### src/rtl/uart_ctrl_pkg.sv
// uart_ctrl_pkg: shared FSM encoding, default APB decode constants and status bit layout
package uart_ctrl_pkg;
    typedef enum logic [2:0] {IDLE, LOAD, START, WAIT_BUSY, WAIT_DONE} state_t;
    localparam logic [1:0]  DEF_SEL_CODE    = 2'b10;
    localparam logic [31:0] DEF_TX_ADDR     = 32'd15;
    localparam logic [31:0] DEF_STATUS_ADDR = 32'd16;
    localparam int ST_EMPTY = 0;
    localparam int ST_FULL  = 1;
    localparam int ST_BUSY  = 2;
    localparam int ST_CNT   = 3;
endpackage

### src/rtl/uart_tx_sequencer_if.sv
// uart_tx_sequencer_if: APB slave-side bus bundle for the UART sequencer
interface uart_tx_sequencer_if;
    logic [1:0]  psel;
    logic        pen;
    logic        pwr;
    logic [31:0] pAdd;
    logic [31:0] pwData;
    logic [31:0] prdata;
    logic        pready;
    modport master(output psel, pen, pwr, pAdd, pwData, input prdata, pready);
    modport slave(input psel, pen, pwr, pAdd, pwData, output prdata, pready);
endinterface

### src/rtl/word_fifo.sv
// word_fifo: synchronous FIFO with power-of-2 depth and an occupancy count
module word_fifo #(
    parameter int WIDTH = 32,
    parameter int DEPTH = 4
) (
    input  logic                     clk,
    input  logic                     rst_n,
    input  logic                     push,
    input  logic                     pop,
    input  logic [WIDTH-1:0]         din,
    output logic [WIDTH-1:0]         dout,
    output logic                     full,
    output logic                     empty,
    output logic [$clog2(DEPTH):0]   count
);
    localparam int AW = $clog2(DEPTH);
    logic [WIDTH-1:0] mem [DEPTH];
    logic [AW-1:0]    wp, rp;
    logic             do_push, do_pop;
    assign full    = count == (AW+1)'(DEPTH);
    assign empty   = count == '0;
    assign do_push = push && !full;
    assign do_pop  = pop && !empty;
    assign dout    = mem[rp];
    always_ff @(posedge clk or negedge rst_n) begin
        if (!rst_n) begin
            wp    <= '0;
            rp    <= '0;
            count <= '0;
        end else begin
            wp    <= do_push ? wp + AW'(1) : wp;
            rp    <= do_pop ? rp + AW'(1) : rp;
            count <= count + (AW+1)'(do_push) - (AW+1)'(do_pop);
        end
    end
    always_ff @(posedge clk)
        if (do_push) mem[wp] <= din;
endmodule

### src/rtl/uart_tx_sequencer.sv
// uart_tx_sequencer: APB word FIFO feeding a UART byte transmitter MSB byte first
module uart_tx_sequencer
    import uart_ctrl_pkg::*;
#(
    parameter logic [1:0]  SEL_CODE    = DEF_SEL_CODE,
    parameter logic [31:0] TX_ADDR     = DEF_TX_ADDR,
    parameter logic [31:0] STATUS_ADDR = DEF_STATUS_ADDR,
    parameter int          FIFO_DEPTH  = 4
) (
    input  logic                          clk,
    input  logic                          rst_n,
    uart_tx_sequencer_if.slave            apb,
    output logic [7:0]                    tx_byte,
    output logic                          tx_start,
    input  logic                          tx_busy,
    output logic [$clog2(FIFO_DEPTH):0]   fifo_cnt
);
    state_t      state;
    logic [31:0] shreg, dout, status;
    logic [1:0]  byte_idx;
    logic        sel, tx_wr, push, pop, full, empty;
    assign sel        = apb.psel == SEL_CODE && apb.pen;
    assign tx_wr      = apb.pwr && apb.pAdd == TX_ADDR;
    assign apb.pready = sel && (!tx_wr || !full);
    assign push       = apb.pready && tx_wr;
    assign pop        = state == LOAD;
    always_comb begin
        status           = '0;
        status[ST_EMPTY] = empty;
        status[ST_FULL]  = full;
        status[ST_BUSY]  = state != IDLE;
        status[ST_CNT+:3] = 3'(fifo_cnt);
    end
    assign apb.prdata = (sel && !apb.pwr && apb.pAdd == STATUS_ADDR) ? status : '0;
    word_fifo #(.WIDTH(32), .DEPTH(FIFO_DEPTH)) u_fifo (
        .clk(clk), .rst_n(rst_n), .push(push), .pop(pop), .din(apb.pwData),
        .dout(dout), .full(full), .empty(empty), .count(fifo_cnt)
    );
    // tx_start/tx_byte are set on entry to START so they are valid during that state
    always_ff @(posedge clk or negedge rst_n) begin
        if (!rst_n) begin
            state    <= IDLE;
            shreg    <= '0;
            byte_idx <= '0;
            tx_byte  <= '0;
            tx_start <= 1'b0;
        end else begin
            tx_start <= 1'b0;
            case (state)
                IDLE: state <= empty ? IDLE : LOAD;
                LOAD: begin
                    shreg    <= dout;
                    byte_idx <= '0;
                    tx_byte  <= dout[31:24];
                    tx_start <= 1'b1;
                    state    <= START;
                end
                START: state <= WAIT_BUSY;
                WAIT_BUSY: state <= tx_busy ? WAIT_DONE : WAIT_BUSY;
                WAIT_DONE: begin
                    if (!tx_busy && byte_idx != 2'd3) begin
                        shreg    <= shreg << 8;
                        byte_idx <= byte_idx + 2'd1;
                        tx_byte  <= shreg[23:16];
                        tx_start <= 1'b1;
                        state    <= START;
                    end else if (!tx_busy) begin
                        state <= empty ? IDLE : LOAD;
                    end
                end
                default: state <= IDLE;
            endcase
        end
    end
endmodule
### src/flat_wrapper.sv
// flat-port wrapper written by rule: the top's interface ports become plain ports
module uart_tx_sequencer_flat import uart_ctrl_pkg::*;
#(
    parameter logic [1:0]  SEL_CODE    = DEF_SEL_CODE,
    parameter logic [31:0] TX_ADDR     = DEF_TX_ADDR,
    parameter logic [31:0] STATUS_ADDR = DEF_STATUS_ADDR,
    parameter int          FIFO_DEPTH  = 4
)
  (clk, rst_n, tx_byte, tx_start, tx_busy, fifo_cnt, apb_psel, apb_pen, apb_pwr, apb_pAdd, apb_pwData, apb_prdata, apb_pready);
  uart_tx_sequencer_if apb_i ();
  input  logic clk;
  input  logic rst_n;
  output logic [7:0] tx_byte;
  output logic tx_start;
  input  logic tx_busy;
  output logic [$clog2(FIFO_DEPTH):0] fifo_cnt;
  input wire logic [$bits(apb_i.psel)-1:0] apb_psel;
  input wire logic [$bits(apb_i.pen)-1:0] apb_pen;
  input wire logic [$bits(apb_i.pwr)-1:0] apb_pwr;
  input wire logic [$bits(apb_i.pAdd)-1:0] apb_pAdd;
  input wire logic [$bits(apb_i.pwData)-1:0] apb_pwData;
  output wire logic [$bits(apb_i.prdata)-1:0] apb_prdata;
  output wire logic [$bits(apb_i.pready)-1:0] apb_pready;
  assign apb_i.psel = apb_psel;
  assign apb_i.pen = apb_pen;
  assign apb_i.pwr = apb_pwr;
  assign apb_i.pAdd = apb_pAdd;
  assign apb_i.pwData = apb_pwData;
  assign apb_prdata = apb_i.prdata;
  assign apb_pready = apb_i.pready;
  uart_tx_sequencer #(.SEL_CODE(SEL_CODE), .TX_ADDR(TX_ADDR), .STATUS_ADDR(STATUS_ADDR), .FIFO_DEPTH(FIFO_DEPTH)) u_core (.clk(clk), .rst_n(rst_n), .apb(apb_i), .tx_byte(tx_byte), .tx_start(tx_start), .tx_busy(tx_busy), .fifo_cnt(fifo_cnt));
endmodule
### config.mk
export PLATFORM = sky130hd
export DESIGN_NAME = uart_tx_sequencer_flat
export DESIGN_NICKNAME = d
export VERILOG_FILES = /design/src/rtl/uart_ctrl_pkg.sv /design/src/rtl/uart_tx_sequencer_if.sv /design/src/rtl/word_fifo.sv /design/src/rtl/uart_tx_sequencer.sv /design/src/flat_wrapper.sv
export SDC_FILE = /design/constraint.sdc
export NUM_CORES = 1
export LEC_CHECK = 0
export BUFFER_PORTS_ARGS = -buffer_cell sky130_fd_sc_hd__buf_2
export CORE_MARGIN = 2
export CORE_UTILIZATION = 55
export CTS_BUF_LIST = sky130_fd_sc_hd__clkbuf_4 sky130_fd_sc_hd__clkbuf_8
export CTS_CLUSTER_DIAMETER = 100
export DETAILED_ROUTE_END_ITERATION = 16
export PLACE_DENSITY = 0.78
export SLEW_MARGIN = 10
export SYNTH_ARGS = -nofsm -noshare
export SYNTH_HDL_FRONTEND = slang
export SYNTH_SLANG_ARGS = --single-unit
### constraint.sdc
create_clock -name clk -period 3.2 [get_ports clk]
set_clock_uncertainty 0.15 [all_clocks]
set_input_delay 0.16 -clock clk [delete_from_list [all_inputs] [get_ports clk]]
set_output_delay 0.16 -clock clk [all_outputs]
set_load 0.05 [all_outputs]
==> impl_metrics.py <==
metrics = {
    "global_routing": {
        "grt_max_degree": 45,
        "grt_use_total": 0.196,
        "use_met3": 0.0543,
        "grt.met1_usage": 0.240,
        "antenna_found_initial": 0,
        "grt_pass1_vias": 4069,
        "gr-total-overflow": 0,
        "grt_busiest_layer": "met2",
        "met2_usage": 0.328,
        "grt_pass1_wl_um": 20500,
    },
    "critical_path": {
        "cp.required_ps": 3400,
        "worst_setup_path_start_kind": "register",
        "crit_fanout": 7,
        "reg2reg_depth": 11,
        "critPathArrivalTime_ps": 2840,
        "r2r_slack_ps": 560,
        "end_kind": "register",
        "worstSetupPathType": "reg2reg",
        "rr_startpoint": "u_core.u_fifo.count[2]",
        "rr_endpoint": "u_core.u_fifo.count[2]",
    },
    "floorplan": {
        "ioPinCount": 116,
        "chipHeight_um": 118,
        "core_area_mm2": 0.0126,
        "die_area_mm2": 0.0138,
        "die_w_um": 118,
        "start_util": 0.563,
        "rows": 41,
    },
    "power_and_ir_drop": {
        "power_density_mw_per_mm2": 651,
        "p_int_uw": 4010,
        "p_comb_frac": 0.167,
        "switching_share": 0.280,
        "p_seq_frac": 0.502,
        "peakVddDrop_uv": 376,
        "leakagePower_uw": 0.00322,
        "pwr-share-clk": 0.332,
        "p_sw_uw": 1560,
    },
    "hold_path": {
        "hold_end": "u_core.u_fifo.wp[0]",
        "hp-start": "apb_pAdd[0]",
        "hold_depth": 4,
        "hp-class": "in2reg",
    },
    "sta": {
        "slew_violations": 0,
        "setup_viol": 0,
        "worst_pin_slew_ps": 971,
        "maxSlewHeadroom": 0.351,
        "setup_slack_ps": 564,
        "fmax_ghz": 0.379,
        "period_share": 0.824,
        "fin_setup_tns_ps": 0,
        "period_needed_ps": 2640,
        "rsz0062_at_grt": "false",
        "final-hold-violation-count": 0,
    },
    "cells_and_area": {
        "finalNetCount": 622,
        "diodes": 0,
        "final_util": 0.677,
        "design_area_mm2": 0.00854,
        "drive_above_1_share": 0.322,
        "final_cells": 728,
        "area_growth_pct": 20.2,
    },
    "route": {
        "vias_per_cell": 5.36,
        "drt_iter0_markers": 243,
        "routed_wl_um": 12900,
        "dr.pass1.iters": 5,
        "ant_nets": 0,
        "vias": 3902,
        "routedWlPerCell_um": 17.7,
        "route.detailed.drc": 0,
    },
    "yosys": {
        "synthTopCellsByArea": "edfxtp_1 (54%), dfrtp_1 (16%), mux4_2 (10%), mux2i_1 (3.4%), buf_4 (3.2%)",
        "synth_area_leader_cell": "edfxtp_1",
        "synth_top_area_frac": 0.541,
        "synth_flop_cell": "edfxtp_1",
        "ys_warn_count": 0,
        "synth_seq_cells": 173,
        "synth_edf_count": 128,
        "async_flop_share": 0.260,
        "ys_seq_area_frac": 0.699,
        "synth_cells": 410,
        "synth.avg_cell_area_um2": 17.3,
        "syn-cell-area_mm2": 0.00711,
        "synth.distinct_cells": 40,
    },
    "cts": {
        "cts-htree-levels": 4,
        "cts_tree": "done",
        "clk_pin_slew_ps": 70,
        "cts.sinks": 173,
        "cts_inserted_buffers": 17,
        "cts_resized": 0,
        "cts_buffer_depth": 2,
        "clkLatencyLatePin_ps": 480,
        "clock-root-buffer": "clkbuf_8",
    },
    "job": {
        "drv_cap": 0,
    },
    "placement": {
        "post_dp_cell_area_mm2": 0.00770,
        "gp_congestion": 0.787,
        "place_inst": 662,
        "numPortBuffers": 89,
        "pre_cts_slack_ps": 377,
        "dp.final_hpwl_um": 7920,
    },
    "status": {
        "status": "complete, no violations",
    },
}
area by class of cell:
| type | count | area, um2 |
|---|---|---|
| clock inverter | 12 | 231 |
| sequential | 173 | 4970 |
| tap | 172 | 215 |
| timing repair buffer | 134 | 906 |
| clock buffer | 20 | 269 |
| multi-input combinational | 208 | 1920 |
| inverter | 9 | 33.8 |
| fill | 835 | 4080 |
stage by stage:
step,power (uW),hold WS [ps]
floorplan,3470,-286
global placement,3680,113
detailed placement,3740,118
CTS,5580,38.5
global route,5770,79.3
finish,5560,37.8
power by group through the flow:
| stage | clock network, uW | registers, uW | logic (uW) |
|---|---|---|---|
| 4_1_cts | 1860 | 2790 | 934 |
| 3_5_place_dp | 0 | 2840 | 895 |
| 5_1_grt | 1940 | 2820 | 1010 |
| 6_report | 1840 | 2790 | 928 |
| 3_3_place_gp | 0 | 2830 | 852 |
| 2_1_floorplan | 0 | 2960 | 514 |
worst max-delay path, stage by stage (launching register included):
cell and delay, ps:
dfrtp_1 420, nor3b_1 160, buf_4 150, nor4_4 380
inv_1 80, ha_1 290, inv_1 50, ha_1 130
inv_1 50, fa_1 380, xnor2_1 150, xnor2_1 120
kinds of logic after synthesis:
kind of cell    synth area share
other cells             0.000528
flops                      0.699
xor+xnor                 0.00616
mux                        0.139
compound gates            0.0320
simple gates              0.0622
buf+inv                   0.0456
fa+ha+maj                 0.0151
metal layers:
layer | up-vias | wire, um
li1 | 1790 | -
met3 | 14 | 855
met2 | 143 | 6550
met1 | 1955 | 5350
met4 | 0 | 163
met5 | - | 0
cell usage in the layout (no fill, tap or decap), drive strengths merged, types with 8 or more instances in the layout:
| cell | count |
|---|---|
| edfxtp | 128 |
| buf | 100 |
| dfrtp | 45 |
| dlygate4sd3 | 34 |
| mux4 | 32 |
| nand2 | 29 |
| conb | 26 |
| o21ai | 25 |
| mux2i | 24 |
| clkbuf | 20 |
| inv | 11 |
| and2 | 10 |
| nor4 | 9 |
| a22o | 8 |
| nor2 | 8 |
repair_timing:
item / 4_1_cts / 5_1_grt
setup buffers: 0 / 0
endpoints found under the setup margin: 0 / 0
hold buffers: 34 / 0
hold endpoints to repair: 163 / 0
how the worst max path moves through the flow:
stage / from / endpoint / depth (start not counted)
after global routing: u_core.u_fifo.count[2] / u_core.u_fifo.count[2] / 11
final: u_core.u_fifo.count[2] / u_core.u_fifo.count[2] / 11
after detailed placement: apb_pAdd[17] / u_core.u_fifo.count[2] / 12
after floorplan: u_core.u_fifo.count[1] / apb_prdata[0] / 2
after CTS: u_core.u_fifo.count[2] / u_core.u_fifo.count[2] / 11
after global placement: apb_pAdd[9] / u_core.u_fifo.count[2] / 12
registers in the layout (all words and copies together) (netlist names):
register	count
u_core.shreg	24
u_core.byte_idx	2
u_core.u_fifo.wp	2
u_core.tx_start	1
u_core.u_fifo.rp	2
u_core.u_fifo.mem	128
u_core.state	3
u_core.u_fifo.count	3
u_core.tx_byte	8
Yosys cell counts (all sizes together), types with 3 or more instances:
master	number
edfxtp	128
nor4	9
and2	10
ha	7
nor2	8
mux4	32
mux2i	24
xnor2	4
nand2	29
nand4	4
clkbuf	8
buf	37
a22o	8
o21ai	25
nor3	3
dfrtp	45
inv	9
(Power assumes the default switching activity.)
